$ cat config.mk
export PLATFORM = sky130hd
export DESIGN_NAME = dff_reg_arbiter_flat
export DESIGN_NICKNAME = d
export VERILOG_FILES = /design/src/rtl/dff_reg_arbiter_if.sv /design/src/rtl/dff_reg_arbiter.sv /design/src/flat_wrapper.sv
export SDC_FILE = /design/constraint.sdc
export NUM_CORES = 1
export LEC_CHECK = 0
export CORE_ASPECT_RATIO = 0.7
export CORE_MARGIN = 3
export CORE_UTILIZATION = 43
export CTS_CLUSTER_DIAMETER = 50
export DETAILED_ROUTE_END_ITERATION = 10
export PLACE_DENSITY_LB_ADDON = 0.2
export SYNTH_ARGS = -nofsm -noshare
export SYNTH_HDL_FRONTEND = slang
export SYNTH_SLANG_ARGS = --single-unit
$ cat constraint.sdc
create_clock -name clk -period 3.6 [get_ports clk]
set_clock_uncertainty 0.1 [all_clocks]
set_input_delay 0.72 -clock clk [delete_from_list [all_inputs] [get_ports clk]]
set_output_delay 0.72 -clock clk [all_outputs]
set_load 0.03 [all_outputs]
$ cat src/rtl/dff_reg_arbiter_if.sv
// dff_reg_arbiter_if: requester/register bundle for the shared-register
// write arbiter. The lock vector exists only when DFF_REG_ARB_LOCK_EN is defined.
interface dff_reg_arbiter_if #(
  parameter int unsigned NUM_REQ = 4,
  parameter int unsigned WIDTH   = 8,
  parameter int unsigned CNT_W   = 16
);
  logic [NUM_REQ-1:0]       req;
  logic [NUM_REQ*WIDTH-1:0] D;
`ifdef DFF_REG_ARB_LOCK_EN
  logic [NUM_REQ-1:0]       lock;
`endif
  logic [NUM_REQ-1:0]       gnt;
  logic [WIDTH-1:0]         Q;
  logic                     busy;
  logic [CNT_W-1:0]         wr_cnt;

  // producer side
  modport master (
    output req,
    output D,
`ifdef DFF_REG_ARB_LOCK_EN
    output lock,
`endif
    input  gnt,
    input  Q,
    input  busy,
    input  wr_cnt
  );

  // arbiter side
  modport slave (
    input  req,
    input  D,
`ifdef DFF_REG_ARB_LOCK_EN
    input  lock,
`endif
    output gnt,
    output Q,
    output busy,
    output wr_cnt
  );
endinterface

$ cat src/rtl/dff_reg_arbiter.sv
// dff_reg_arbiter: round-robin write arbiter in front of a shared WIDTH-bit
// register. One write per clock; the winner's lane is loaded into Q, a
// one-cycle one-hot gnt acknowledges it and wr_cnt counts accepted writes
// (saturating). Optional macro DFF_REG_ARB_LOCK_EN adds a per-requester lock
// that lets a winner keep exclusive ownership of the write slot.
module dff_reg_arbiter #(
  parameter int unsigned NUM_REQ = 4,
  parameter int unsigned WIDTH   = 8,
  parameter int unsigned CNT_W   = 16
) (
  input logic               clk,
  input logic               reset,
  dff_reg_arbiter_if.slave  bus
);

  localparam int unsigned PTR_W = (NUM_REQ > 1) ? $clog2(NUM_REQ) : 1;

  logic [PTR_W-1:0]   ptr;
  logic [NUM_REQ-1:0] elig;
  logic               win_vld;
  logic [PTR_W-1:0]   win;
  logic [WIDTH-1:0]   win_data;
  logic               ptr_load;
  logic [PTR_W-1:0]   ptr_load_val;

  logic [WIDTH-1:0]   q_r;
  logic [NUM_REQ-1:0] gnt_r;
  logic               busy_r;
  logic [CNT_W-1:0]   cnt_r;

  function automatic logic [PTR_W-1:0] wrap_inc(input logic [PTR_W-1:0] i);
    if (i == PTR_W'(NUM_REQ - 1)) return '0;
    return i + 1'b1;
  endfunction

`ifdef DFF_REG_ARB_LOCK_EN
  typedef enum logic {UNLOCKED, LOCKED} lock_state_t;

  lock_state_t      state, state_nxt;
  logic [PTR_W-1:0] owner, owner_nxt;
  logic             owner_hold;

  assign owner_hold = bus.req[owner] & bus.lock[owner];

  // lock FSM state and owner registers
  always_ff @(posedge clk) begin
    if (reset) begin
      state <= UNLOCKED;
      owner <= '0;
    end else begin
      state <= state_nxt;
      owner <= owner_nxt;
    end
  end

  // while locked only the owner competes; everyone else stalls
  always_comb begin
    elig = bus.req;
    if (state == LOCKED) begin
      elig        = '0;
      elig[owner] = owner_hold;
    end
  end

  // lock next state and pointer update; the release edge is a no-write
  // edge because only the (now absent) owner could have won it
  always_comb begin
    state_nxt    = state;
    owner_nxt    = owner;
    ptr_load     = 1'b0;
    ptr_load_val = ptr;
    case (state)
      UNLOCKED: begin
        if (win_vld) begin
          ptr_load     = 1'b1;
          ptr_load_val = wrap_inc(win);
          if (bus.lock[win]) begin
            state_nxt = LOCKED;
            owner_nxt = win;
          end
        end
      end
      LOCKED: begin
        if (!owner_hold) begin
          state_nxt    = UNLOCKED;
          ptr_load     = 1'b1;
          ptr_load_val = wrap_inc(owner);
        end
      end
      default: state_nxt = UNLOCKED;
    endcase
  end
`else
  assign elig         = bus.req;
  assign ptr_load     = win_vld;
  assign ptr_load_val = wrap_inc(win);
`endif

  // round-robin search starting at ptr, wrapping modulo NUM_REQ
  always_comb begin
    int unsigned idx;
    win_vld = 1'b0;
    win     = '0;
    idx     = 0;
    for (int unsigned k = 0; k < NUM_REQ; k++) begin
      idx = 32'(ptr) + k;
      if (idx >= NUM_REQ) idx = idx - NUM_REQ;
      if (!win_vld && elig[PTR_W'(idx)]) begin
        win_vld = 1'b1;
        win     = PTR_W'(idx);
      end
    end
  end

  // select the winning requester's data lane
  always_comb begin
    win_data = '0;
    for (int unsigned k = 0; k < NUM_REQ; k++) begin
      if (win == PTR_W'(k)) win_data = bus.D[k*WIDTH +: WIDTH];
    end
  end

  // shared register, grant pulse, busy flag, write counter and pointer
  always_ff @(posedge clk) begin
    if (reset) begin
      q_r    <= '0;
      gnt_r  <= '0;
      busy_r <= 1'b0;
      cnt_r  <= '0;
      ptr    <= '0;
    end else begin
      busy_r <= |bus.req;
      gnt_r  <= '0;
      if (win_vld) begin
        q_r        <= win_data;
        gnt_r[win] <= 1'b1;
        if (cnt_r != '1) cnt_r <= cnt_r + 1'b1;
      end
      if (ptr_load) ptr <= ptr_load_val;
    end
  end

  assign bus.Q      = q_r;
  assign bus.gnt    = gnt_r;
  assign bus.busy   = busy_r;
  assign bus.wr_cnt = cnt_r;

endmodule

$ cat src/flat_wrapper.sv
// flat-port wrapper written by rule: the top's interface ports become plain ports
module dff_reg_arbiter_flat 
#(
  parameter int unsigned NUM_REQ = 4,
  parameter int unsigned WIDTH   = 8,
  parameter int unsigned CNT_W   = 16
)
  (clk, reset, bus_req, bus_D, bus_gnt, bus_Q, bus_busy, bus_wr_cnt);
  dff_reg_arbiter_if #(.NUM_REQ(NUM_REQ), .WIDTH(WIDTH), .CNT_W(CNT_W)) bus_i ();
  input logic clk;
  input logic reset;
  input wire logic [$bits(bus_i.req)-1:0] bus_req;
  input wire logic [$bits(bus_i.D)-1:0] bus_D;
  output wire logic [$bits(bus_i.gnt)-1:0] bus_gnt;
  output wire logic [$bits(bus_i.Q)-1:0] bus_Q;
  output wire logic [$bits(bus_i.busy)-1:0] bus_busy;
  output wire logic [$bits(bus_i.wr_cnt)-1:0] bus_wr_cnt;
  assign bus_i.req = bus_req;
  assign bus_i.D = bus_D;
  assign bus_gnt = bus_i.gnt;
  assign bus_Q = bus_i.Q;
  assign bus_busy = bus_i.busy;
  assign bus_wr_cnt = bus_i.wr_cnt;
  dff_reg_arbiter #(.NUM_REQ(NUM_REQ), .WIDTH(WIDTH), .CNT_W(CNT_W)) u_core (.clk(clk), .reset(reset), .bus(bus_i));
endmodule
After elaboration in Yosys (flattened, before gate mapping)
Index checks and enable logic that the tools add are counted.
{"block": "classes", "reduce_logical": 11, "magnitude_cmp": 10, "n_addsub": 9, "muxes": 29, "bitwise_logic": 1, "eq_ne": 4}
{"operator": "two-way mux 8 bit", "n": 4}
{"operator": "two-way mux 2 bit", "n": 10}
{"operator": "adder 16 x 1 -> 16 bit, second input constant", "n": 1}
{"operator": "inequality test 16 bit, second input constant", "n": 1}
{"operator": "< comparator 2 x 3 -> 1 bit, second input constant", "n": 5}
{"operator": "two-way mux 1 bit", "n": 10}
{"operator": ">= comparator 3 bit, second input constant", "n": 3}
{"operator": "binary-select mux 1 bit (select 2 bit)", "n": 4}
{"operator": "subtractor 2 x 1 -> 2 bit, second input constant", "n": 4}
{"operator": "adder 2 x 2 -> 3 bit, second input constant", "n": 2}
{"operator": "equality test 2 bit, second input constant", "n": 2}
{"operator": "logical AND 1 bit", "n": 4}
{"operator": "OR reduction 4 bit", "n": 1}
{"operator": "adder 2 x 1 -> 3 bit, second input constant", "n": 1}
{"operator": ">= comparator 2 x 3 -> 1 bit, second input constant", "n": 1}
{"operator": "zero test 1 bit", "n": 3}
{"operator": "adder 2 x 1 -> 2 bit, second input constant", "n": 1}
{"operator": "demux 1 bit (select 2 bit)", "n": 1}
{"operator": "equality test 2 x 1 -> 1 bit, second input constant", "n": 1}
{"operator": ">= comparator 2 x 1 -> 1 bit, second input constant", "n": 1}
{"operator": "zero test 2 bit", "n": 1}
{"operator": "AND reduction 2 bit", "n": 1}
{"operator": "OR reduction 2 bit", "n": 1}
{"operator": "inverter 1 bit", "n": 1}
{"block": "totals", "out_inout_bits": 29, "elab_cells": 69, "register_bits": 31}

Depth between registers and ports, before layout
{"block": "logic_depth", "ltp_word": 19, "ltp_mapped": 11}

Worst setup path after synthesis
Ideal clock, no wire load.
{"block": "synth_path", "path_type": "input -> register", "startpoint": "input port bus_req[0]", "endpoint": "register u_core.q_r[6], in the netlist u_core.bus.Q[6]", "t_arrival_ns": 2.844, "n_path_buf": 4, "required_ns": 3.422, "setup_ns": 0.078, "cell_stages": 11, "setup_slack_ns": 0.578, "cell_sequence": "or4_1 clkbuf_1 clkbuf_1 nand2_1 ha_1 clkbuf_1 clkbuf_1 a21oi_1 a221oi_1 a211oi_1 nor3_1"}
{"block": "synth_between", "elab_chain_len": 17}
{"element": "from (decl)", "line_no": "flat_wrapper.sv:12", "rtl": "input wire logic [$bits(bus_i.req)-1:0] bus_req;"}
{"element": "binary-select mux 1 bit (select 2 bit)", "line_no": "dff_reg_arbiter.sv:108", "rtl": "if (!win_vld && elig[PTR_W'(idx)]) begin"}
{"element": "two-way mux 1 bit (implied by the code)", "line_no": "dff_reg_arbiter.sv:108"}
{"element": "two-way mux 1 bit", "line_no": "dff_reg_arbiter.sv:108"}
{"element": "zero test 1 bit", "line_no": "dff_reg_arbiter.sv:108"}
{"element": "logical AND 1 bit", "line_no": "dff_reg_arbiter.sv:108"}
{"element": "two-way mux 1 bit", "line_no": "dff_reg_arbiter.sv:108"}
{"element": "zero test 1 bit", "line_no": "dff_reg_arbiter.sv:108"}
{"element": "logical AND 1 bit", "line_no": "dff_reg_arbiter.sv:108"}
{"element": "two-way mux 1 bit", "line_no": "dff_reg_arbiter.sv:108"}
{"element": "zero test 1 bit", "line_no": "dff_reg_arbiter.sv:108"}
{"element": "logical AND 1 bit", "line_no": "dff_reg_arbiter.sv:108"}
{"element": "two-way mux 2 bit", "line_no": "dff_reg_arbiter.sv:108"}
{"element": "zero test 2 bit", "line_no": "dff_reg_arbiter.sv:119", "rtl": "if (win == PTR_W'(k)) win_data = bus.D[k*WIDTH +: WIDTH];"}
{"element": "two-way mux 8 bit (4 in series)", "line_no": "dff_reg_arbiter.sv:119"}
{"element": "to (signal assigned)", "line_no": "dff_reg_arbiter.sv:135", "rtl": "q_r <= win_data;"}
{"element": "to (decl)", "line_no": "dff_reg_arbiter.sv:26", "rtl": "logic [WIDTH-1:0] q_r;"}
Several ways; a longest one is shown, not always the timed one. The select of a mux whose other input is x is not followed.
A chain may end at the register's enable or synchronous reset.

Worst setup path after layout
{"block": "layout_path", "startpoint": "input port bus_req[1]", "endpoint": "register u_core.q_r[0], in the netlist u_core.bus.Q[0]"}
The elaborated chain is that of the path after synthesis.

==> flow_results.org <==
** Placement
- Input and output buffers added on the ports amount to 66.
- Hpwl dp :: 3.497 mm
- Gpl congestion :: 0.8224

** Timing
- Post-route worst hold slack :: 405.1 ps
- Setup violations remaining at the end of the flow were counted as 0.
- Max-Slew Margin vs Limit :: 0.2211
- After layout, the minimum clock period comes to 3089 ps.
- Final cycle utilization of the critical path :: 0.8580
- Unrepaired setup endpoints after global routing :: no
- For this run, the top clock speed supported by timing is 323.7 MHz.
- Setup TNS :: 0 ps
- At the pin with the least slew margin, the transition time is 1158 ps.
- Fin. Hold Viols :: 0
- The number of max-slew violations in the final report was 0.

** Synth
- Number of synthesized flops with an enable pin :: 0
- The synthesized netlist contains 36 unique library cells.
- Top cells by area, synth :: sky130_fd_sc_hd__dfxtp_1 37%, sky130_fd_sc_hd__a21oi_1 6.5%, sky130_fd_sc_hd__a221oi_1 4.6%, sky130_fd_sc_hd__a211oi_1 4.4%, sky130_fd_sc_hd__nor2_1 4.4%
- Summing every instance area after synthesis gives 0.001699 mm^2.
- During synthesis, Yosys emitted a total of 0 warnings.
- The cell count after synthesis came out at 210.
- Seq cells post-synth :: 31
- Async set or reset register ratio after synthesis :: 0
- In this run the mean area of a mapped cell was 8.091 um^2.
- The share of synthesized area in the top cell type comes to 0.3652.
- For this run, the register share of the synthesized area comes to 0.3652.
- When the netlist entered floorplanning its net count stood at 253.
- Library cell with the largest summed area after synthesis :: sky130_fd_sc_hd__dfxtp_1
- Post-synth top flop :: sky130_fd_sc_hd__dfxtp_1

** CTS
- Longest Clk Path Bufs :: 2
- H-tree lvl count :: 2
- At the later pin of the worst-skew pair, clock insertion delay measures 280 ps.
- Clock transition at the registers of the reported paths :: 70 ps
- Number of buffers inserted by hold repair at cts :: 0
- Buffers added to address setup during post-CTS repair amount to 0.
- TritonCTS built the clock tree.
- CTS Root Cell :: sky130_fd_sc_hd__clkbuf_8
- For this design, the sink count on the clock tree is 31.
- TritonCTS created 5 clock buffers.
- After clock tree synthesis, the repair step resized 0 gates.

** Die
- Die Height :: 58.59 um
- Core box area :: 0.003649 mm^2
- In this run the core area contains 18 standard-cell rows.
- For this configuration, the core starts out at a cell density of 0.4657.
- Number of I/O pins :: 67
- The die covers 0.004753 mm^2.
- Chip Width :: 81.13 um

** Layout
- Nets :: 318
- The number of antenna diodes in the final layout is 0.
- The area growth from synthesis to layout is 49.34%.
- Fill cells :: 312
- Fraction of final layout cells with drive strength greater than 1 :: 0.07971

** Global route
- The first global-routing pass estimated 7.541 mm of wire.
- The initial antenna violation count was 0.
- The via count of the first global-routing pass was 1664.
- Pin count of the biggest net entering global routing :: 26
- Summed over all layers, the global routing overflow is 0.
- GRT Util Overall :: 0.2055

** Power
- Highest ir drop seen on vdd :: 0.3300 mV
- Of the total power, combinational logic draws 0.365.
- Summed over all nets, the switching power comes to 0.3934 mW.
- Sequential cell fraction of total power :: 0.344
- The internal power of the cells totals 0.8202 mW.
- Summed over all cells, the static leakage comes to 0.9503 nW.
- For this design the ratio of total power to cell area is 478.3 mW/mm^2.
- Proportion of power drawn by the clock network :: 0.291
- Of the total power, the share spent switching nets is 0.3242.

** Route
- Count of nets left with antenna violations after detail routing :: 0
- Dividing the detail-routed via count by the number of cells gives 5.475.
- The pre-antenna-repair detailed-routing pass consisted of 4 iterations.
- Remaining DRCs :: 0
- Average wire per cell in the routed design :: 13.77 um
- Initial drt markers :: 73
- Post-Route WL :: 4.489 mm
- Via count :: 1785

** Critical path
- The worst setup path is of the primary input to flip-flop kind.
- Of all nets on the critical path, the largest fanout is 17.
- STA classifies the critical path endpoint as a flip-flop.
- Data required time of the critical path :: 3700 ps
- STA puts the critical path data arrival time at 3180 ps.
- Critical path launch point type :: primary input

** Hold path
- Worst min-delay path class :: flip-flop to flip-flop

** Run status
- The run finished with clean final reports.

** Job
- The tool flagged a number of max-cap violations equal to 0.
[power groups by stage]
stage	clock, mW	combinational (mW)	sequential (mW)
6_report	0.354	0.443	0.417
2_1_floorplan	0	0.206	0.492
3_5_place_dp	0	0.445	0.424
3_3_place_gp	0	0.436	0.423
4_1_cts	0.360	0.445	0.417
5_1_grt	0.372	0.480	0.422
[flip-flops by register name, summed over array words and instances, names as in the netlist]
register and flops:
u_core.ptr 2, u_core.bus.wr_cnt 16, u_core.bus.gnt 4, u_core.bus.busy 1
u_core.bus.Q 8
[through the flow]
| stage | power (mW) | instance area (um^2) | utilization | setup WS (ps) | cells |
|---|---|---|---|---|---|
| final | 1.214 | 2537 | 0.6955 | 511.1 | 326 |
| after floorplan | 0.6979 | 1699 | - | 578.2 | 210 |
| after CTS | 1.221 | 2537 | 0.6955 | 499.2 | 326 |
| after global placement | 0.8590 | 2420 | 0.6632 | 326.6 | 318 |
| after detailed placement | 0.8687 | 2420 | 0.6632 | 204.1 | 318 |
| after global routing | 1.274 | 2537 | 0.6955 | 211.4 | 326 |
[final timing paths]
check	startpoint	to	slack [ps]	depth (start not counted)
max reg2reg	u_core.ptr[0]	u_core.bus.Q[0]	1140	9
min reg2reg	u_core.bus.Q[2]	u_core.bus.Q[2]	410	2
min	u_core.bus.Q[2]	u_core.bus.Q[2]	410	2
max	bus_req[1]	u_core.bus.Q[0]	510	10
[per-layer routing]
layer  track usage  up-vias  share of wire
met2        0.3228       36           0.45
met4       0.07711        0          0.013
met3       0.04893        9          0.042
met5             0        -              0
li1              -      913              -
met1        0.2753      827           0.50
[cell families (layout without fill, tap and decap cells)]
kind of cell    Yosys count  in the layout  share of synthesized area
flops                    31             31                     0.3652
compound gates           56             56                     0.2187
fa+ha+maj                 5              5                    0.03682
simple gates             87             87                     0.2842
buf+inv                  25             91                    0.05596
mux                       6              6                    0.03903
[cell usage after synthesis, types with 5 or more instances]
cell and instances:
sky130_fd_sc_hd__a211oi_1 10, sky130_fd_sc_hd__a21oi_1 22, sky130_fd_sc_hd__a221oi_1 9, sky130_fd_sc_hd__and2_1 5, sky130_fd_sc_hd__clkbuf_1 11, sky130_fd_sc_hd__dfxtp_1 31, sky130_fd_sc_hd__ha_1 5, sky130_fd_sc_hd__inv_1 11
sky130_fd_sc_hd__mux2_2 5, sky130_fd_sc_hd__nand2_1 10, sky130_fd_sc_hd__nand2b_1 5, sky130_fd_sc_hd__nand3_1 5, sky130_fd_sc_hd__nand3b_1 8, sky130_fd_sc_hd__nor2_1 20, sky130_fd_sc_hd__nor2b_1 6, sky130_fd_sc_hd__nor3_1 8
[layout make-up]
type	instances	area [um^2]	area share
multi-input combinational	154	989.7	0.3900
timing repair buffer	72	705.7	0.2781
sequential	31	620.6	0.2446
clock buffer	6	82.58	0.03254
tap	50	62.56	0.02465
inverter	11	41.29	0.01627
clock inverter	2	35.03	0.01381
[cells in the final DEF (no fill, tap or decap), types with 2 or more instances in the layout]
master	instances
sky130_fd_sc_hd__a211oi_1	10
sky130_fd_sc_hd__a21oi_1	22
sky130_fd_sc_hd__a221oi_1	9
sky130_fd_sc_hd__and2_1	5
sky130_fd_sc_hd__and4_1	2
sky130_fd_sc_hd__buf_4	6
sky130_fd_sc_hd__clkbuf_8	6
sky130_fd_sc_hd__clkdlybuf4s50_1	66
sky130_fd_sc_hd__dfxtp_1	31
sky130_fd_sc_hd__ha_1	5
sky130_fd_sc_hd__inv_1	11
sky130_fd_sc_hd__mux2_2	5
sky130_fd_sc_hd__nand2_1	10
sky130_fd_sc_hd__nand2b_1	5
sky130_fd_sc_hd__nand3_1	5
sky130_fd_sc_hd__nand3b_1	8
sky130_fd_sc_hd__nand4_1	4
sky130_fd_sc_hd__nor2_1	20
sky130_fd_sc_hd__nor2b_1	6
sky130_fd_sc_hd__nor3_1	8
sky130_fd_sc_hd__nor4_1	3
sky130_fd_sc_hd__o21ai_0	3
sky130_fd_sc_hd__o31ai_1	4
sky130_fd_sc_hd__or3_1	4
sky130_fd_sc_hd__or4_1	4
[critical path, stage by stage]
cell and delay, ps:
sky130_fd_sc_hd__clkdlybuf4s50_1 570, sky130_fd_sc_hd__nand2b_1 140, sky130_fd_sc_hd__a21oi_1 60, sky130_fd_sc_hd__a221oi_1 310, sky130_fd_sc_hd__and2_1 220, sky130_fd_sc_hd__ha_1 480, sky130_fd_sc_hd__a21oi_1 120, sky130_fd_sc_hd__a221oi_1 290
sky130_fd_sc_hd__a211oi_1 80, sky130_fd_sc_hd__nor3_1 180
Note: power is estimated with default switching activity, not from simulation.
